==> src/rtl/mult8_seq_ctrl.sv <==
// Sequential 8x8 unsigned multiplier controller: accumulates four nibble
// partial products from an external combinational 4x4 multiplier.
module mult8_seq_ctrl #(
    parameter bit SKIP_ZERO = 1'b1
) (
    input  logic        clk,
    input  logic        rst_n,
    input  logic        in_valid,
    output logic        in_ready,
    input  logic [7:0]  a,
    input  logic [7:0]  b,
    output logic        out_valid,
    input  logic        out_ready,
    output logic [15:0] product,
    output logic [3:0]  mul_m,
    output logic [3:0]  mul_q,
    input  logic [7:0]  mul_p
);

    localparam int unsigned OP_W   = 8;
    localparam int unsigned NIB_W  = 4;
    localparam int unsigned ACC_W  = 16;
    localparam int unsigned STEP_W = 2;

    typedef enum logic [1:0] {
        ST_IDLE,
        ST_STEP,
        ST_DONE
    } state_t;

    state_t              state_q, state_d;
    logic [STEP_W-1:0]   step_q, step_d, step_nxt_c;
    logic [OP_W-1:0]     a_q, a_d, b_q, b_d;
    logic [ACC_W-1:0]    acc_q, acc_d, partial_c;
    logic [NIB_W-1:0]    mul_m_d, mul_q_d;
    logic                in_ready_d, out_valid_d;

    function automatic logic [NIB_W-1:0] nibble(input logic [OP_W-1:0] v, input logic hi);
        return hi ? v[7:4] : v[3:0];
    endfunction

    // Weight of the current partial product: s0 -> 0, s1/s2 -> 4, s3 -> 8.
    always_comb begin
        partial_c = ACC_W'(mul_p);
        unique case (step_q)
            2'd0:       partial_c = ACC_W'(mul_p);
            2'd1, 2'd2: partial_c = ACC_W'(mul_p) << 4;
            default:    partial_c = ACC_W'(mul_p) << 8;
        endcase
    end

    // Next-state logic; multiplier nibbles are registered one cycle ahead so
    // they are presented during the step that consumes mul_p.
    always_comb begin
        state_d    = state_q;
        step_d     = step_q;
        a_d        = a_q;
        b_d        = b_q;
        acc_d      = acc_q;
        mul_m_d    = '0;
        mul_q_d    = '0;
        step_nxt_c = step_q + STEP_W'(1);

        unique case (state_q)
            ST_IDLE: begin
                if (in_valid) begin
                    a_d    = a;
                    b_d    = b;
                    acc_d  = '0;
                    step_d = '0;
                    if (SKIP_ZERO && (a == '0 || b == '0)) begin
                        state_d = ST_DONE;
                    end else begin
                        state_d = ST_STEP;
                        mul_m_d = nibble(a, 1'b0);
                        mul_q_d = nibble(b, 1'b0);
                    end
                end
            end
            ST_STEP: begin
                acc_d  = acc_q + partial_c;
                step_d = step_nxt_c;
                if (step_q == STEP_W'(3)) begin
                    state_d = ST_DONE;
                end else begin
                    mul_m_d = nibble(a_q, step_nxt_c[0]);
                    mul_q_d = nibble(b_q, step_nxt_c[1]);
                end
            end
            ST_DONE: begin
                if (out_ready) begin
                    state_d = ST_IDLE;
                end
            end
            default: state_d = ST_IDLE;
        endcase

        in_ready_d  = (state_d == ST_IDLE);
        out_valid_d = (state_d == ST_DONE);
    end

    always_ff @(posedge clk or negedge rst_n) begin
        if (!rst_n) begin
            state_q   <= ST_IDLE;
            step_q    <= '0;
            a_q       <= '0;
            b_q       <= '0;
            acc_q     <= '0;
            mul_m     <= '0;
            mul_q     <= '0;
            in_ready  <= 1'b1;
            out_valid <= 1'b0;
        end else begin
            state_q   <= state_d;
            step_q    <= step_d;
            a_q       <= a_d;
            b_q       <= b_d;
            acc_q     <= acc_d;
            mul_m     <= mul_m_d;
            mul_q     <= mul_q_d;
            in_ready  <= in_ready_d;
            out_valid <= out_valid_d;
        end
    end

    assign product = acc_q;

endmodule
==> config.mk <==
export PLATFORM = sky130hd
export DESIGN_NAME = mult8_seq_ctrl
export DESIGN_NICKNAME = d
export VERILOG_FILES = /design/src/rtl/mult8_seq_ctrl.sv
export SDC_FILE = /design/constraint.sdc
export NUM_CORES = 1
export LEC_CHECK = 0
export BUFFER_PORTS_ARGS = -buffer_cell sky130_fd_sc_hd__buf_2
export CORE_MARGIN = 5
export CORE_UTILIZATION = 45
export CTS_CLUSTER_SIZE = 25
export DETAILED_ROUTE_END_ITERATION = 6
export PLACE_DENSITY = 0.78
export RECOVER_POWER = 100
export SLEW_MARGIN = 10
export SYNTH_ARGS = -nofsm -noshare
export SYNTH_HDL_FRONTEND = slang
export SYNTH_SLANG_ARGS = --single-unit
==> constraint.sdc <==
create_clock -name clk -period 3.5 [get_ports clk]
set_input_delay 0.525 -clock clk [delete_from_list [all_inputs] [get_ports clk]]
set_output_delay 0.525 -clock clk [all_outputs]
set_load 0.01 [all_outputs]
==> impl_metrics.py <==
metrics = {
    "placed_design": {
        "post-dp-hpwl_um": 5050,
        "gp_congestion": 1.00,
        "portBuffers": 53,
        "pre_cts_ws_ns": 0.305,
    },
    "detailed_routing": {
        "vias": 2299,
        "wl_per_cell_um": 16.6,
        "vias_per_cell": 5.79,
        "met1_length_um": 2840,
        "wl_met2_um": 3140,
        "drtIter0Drc": 156,
        "drt_wl_total_um": 6580,
        "routed.top_layer": "met4",
        "wl_met3_um": 505,
        "ant_nets": 0,
        "route.detailed.drc": 0,
        "firstDrtPassIters": 4,
    },
    "cells_and_area": {
        "nets": 367,
        "fill_cells": 570,
        "drive_gt1_share_pct": 18.0,
        "antenna_cells": 0,
        "syn_to_final_growth_pct": 13.6,
    },
    "yosys": {
        "yosysMostFrequentCell": "dfrtp_1",
        "mappedNetlistArea_mm2": 0.00278,
        "seq_area_frac_synth_pct": 41.5,
        "synthTopCellsByCount": "dfrtp_1 (45), nand2_1 (26), ha_1 (17)",
        "yosysUniqueCellTypes": 53,
        "syn_nets": 316,
        "synthXorXnorAreaFrac_pct": 2.52,
        "synth-seq-cells": 46,
        "synth_compound_area_share_pct": 22.1,
        "syn_avg_cell_area_um2": 10.3,
        "synthFlopType": "dfrtp_1",
        "synthMuxAreaShare_pct": 9.73,
        "synth_cells": 270,
        "synth.largest_area_cell": "dfrtp_1",
        "synthAdderAreaFrac_pct": 8.37,
        "async_reset_ff_share_pct": 100,
        "synth_edf_count": 0,
        "yosys.area_share.simple_pct": 12.1,
        "synth_top_family_by_area": "compound AO/OA/AOI/OAI gates",
        "yosysWarnings": 0,
        "yosys-top-cells-area": "dfrtp_1 (41%), ha_1 (7.7%), mux2_2 (6.5%), nand2_1 (3.5%), mux2i_1 (3.2%)",
        "yosysTopAreaCellShare_pct": 40.5,
    },
    "die": {
        "io_pins": 54,
        "core_area_mm2": 0.00596,
        "die_area_mm2": 0.00785,
        "rows": 28,
        "initial_core_util_pct": 46.7,
        "die_w_um": 88.6,
        "die_height_um": 88.6,
    },
    "timing": {
        "fin_crit_ns": 3.14,
        "final_max_slew_viol_count": 47,
        "skew_ns": 0.00787,
        "min_period_over_period_pct": 89.8,
        "relSlewSlack_pct": -62.4,
        "worst_slack_ns": 0.356,
        "hold_slack_ns": 0.466,
        "hold_violations": 0,
        "clock.fmax_ghz": 0.318,
        "rsz0062_at_grt": "false",
        "finalSetupTns_ns": 0,
        "worst_slew_pin_slew_ns": 2.44,
        "setup_violations": 0,
    },
    "critical_path": {
        "startpoint_type": "register",
        "endpoint_kind": "register",
        "crit_required_ns": 3.70,
        "critPathKind": "register to register",
        "arrival_ns": 3.34,
        "worstPathMaxFanout": 8,
        "ff2ff_path_depth": 12,
        "worstSetupStartpoint": "step_q[0]",
        "reg2reg_from": "step_q[0]",
    },
    "worst_hold_path": {
        "min_path_type": "primary input to register",
        "hold_depth": 2,
        "hp-start": "a[0]",
    },
    "global_route": {
        "antenna_found_initial": 0,
        "grtUsageTotal_pct": 18.4,
        "grt_pass1_vias": 2337,
        "grt_max_degree": 47,
        "grt_pass1_wl_um": 11200,
        "grt_overflow": 0,
    },
    "clock_tree": {
        "htreeDepth": 2,
        "clk_path_buf_depth": 2,
        "clkTransAtPathRegs_ns": 0.09,
        "cts_buffers": 5,
        "cts.sinks": 46,
        "cts-root-buf": "clkbuf_8",
        "post-cts-setup-buffer-count": 0,
        "cts_tree": "done",
        "clk_latency_ns": 0.30,
    },
    "power": {
        "power_density_mw_per_mm2": 1010,
        "vdd_drop_max_uv": 491,
        "p_leak_nw": 1.42,
    },
    "run": {
        "maxCapViolCount": 1,
    },
    "outcome": {
        "violations": "max-capacitance violations, max-slew violations",
        "status": "finished, violations left",
    },
}
## per-layer routing
layer / up-vias / GRT usage, %
li1: 1100 / -
met1: 1112 / 24.3
met2: 78 / 30.5
met3: 9 / 3.45
met4: 0 / 6.18
met5: - / 0
## kinds of logic (layout without fill, tap and decap cells)
family,Yosys count,count (layout)
AND/OR/NAND/NOR,68,68
flip-flops,46,46
multiplexers,25,25
buffers and inverters,23,75
AO/OA/AOI/OAI,82,82
XOR/XNOR,8,8
adder cells (fa/ha/maj),18,18
## stage by stage
stage / power (mW) / util, % / cells / cell area (µm²)
6_report: 3.19 / 53.0 / 397 / 3160
3_5_place_dp: 2.85 / 52.1 / 389 / 3100
3_3_place_gp: 2.80 / 52.1 / 389 / 3100
2_1_floorplan: 2.39 / - / 270 / 2780
5_1_grt: 3.47 / 53.0 / 397 / 3160
4_1_cts: 3.27 / 53.9 / 397 / 3210
## cell usage in the layout (no fill, tap or decap), types with 3 or more instances in the layout
cell type and instances:
a22oi_1 5, ha_1 16, mux2_2 16, nand4_1 4, o2bb2ai_1 7, mux2i_1 9
buf_2 26, xnor2_1 3, nand2_1 26, a21o_1 6, nand2b_1 4, dfrtp_1 45
a21oi_1 8, nor4_1 4, clkbuf_8 5, a22o_1 6, a32o_1 3, o21ai_0 17
nor2b_1 5, clkbuf_1 30, o21ai_1 3, nor2_1 12, and2_1 6, inv_1 9
o211ai_1 3, xor2_1 5
## power breakdown
group / total [mW] / internal (mW) / switching [mW]
combinational: 1.83 / 0.781 / 1.05
clock: 0.401 / 0.213 / 0.188
sequential: 0.958 / 0.786 / 0.172
total: 3.19 / 1.78 / 1.41
## final cells by class
class | count | area (µm²) | share of cell area (%)
Sequential cell | 46 | 1150 | 36.5
Multi-Input combinational cell | 201 | 1510 | 47.8
Inverter | 10 | 37.5 | 1.19
Clock buffer | 6 | 72.6 | 2.30
Clock inverter | 2 | 37.5 | 1.19
Timing Repair Buffer | 57 | 254 | 8.04
Tap cell | 75 | 93.8 | 2.97
## registers in the layout, summed over array words and instances, names as in the netlist
signal / cells
product: 16
a_q: 8
b_q: 8
mul_m: 4
mul_q: 4
state_q: 2
step_q: 2
in_ready: 1
out_valid: 1
## path summary, 6_finish.rpt
| path | endpoint | slack [ns] |
|---|---|---|
| max reg2reg | product[10] | 0.36 |
| min | mul_m[0] | 0.47 |
| min in group asynchronous | product[7] | 0.95 |
| min reg2reg | b_q[1] | 0.51 |
| max | product[10] | 0.36 |
| max in group asynchronous | a_q[2] | 1.16 |
## critical path, stage by stage (launching register included)
cell       delay, ns
dfrtp_1         0.50
inv_1           0.10
ha_1            0.23
nor2b_1         0.25
and2_0          0.17
ha_1            0.20
inv_1           0.07
fa_1            0.40
nor2b_1         0.21
o2111ai_2       0.20
a21oi_1         0.30
o21ai_0         0.13
a32o_1          0.28
## timing repair
action,in CTS,in global routing
setup endpoints to repair,0,1
hold endpoints to repair,0,0
hold buffers,0,0
gates resized for setup,0,1
Power figures use the tool's default switching activity.
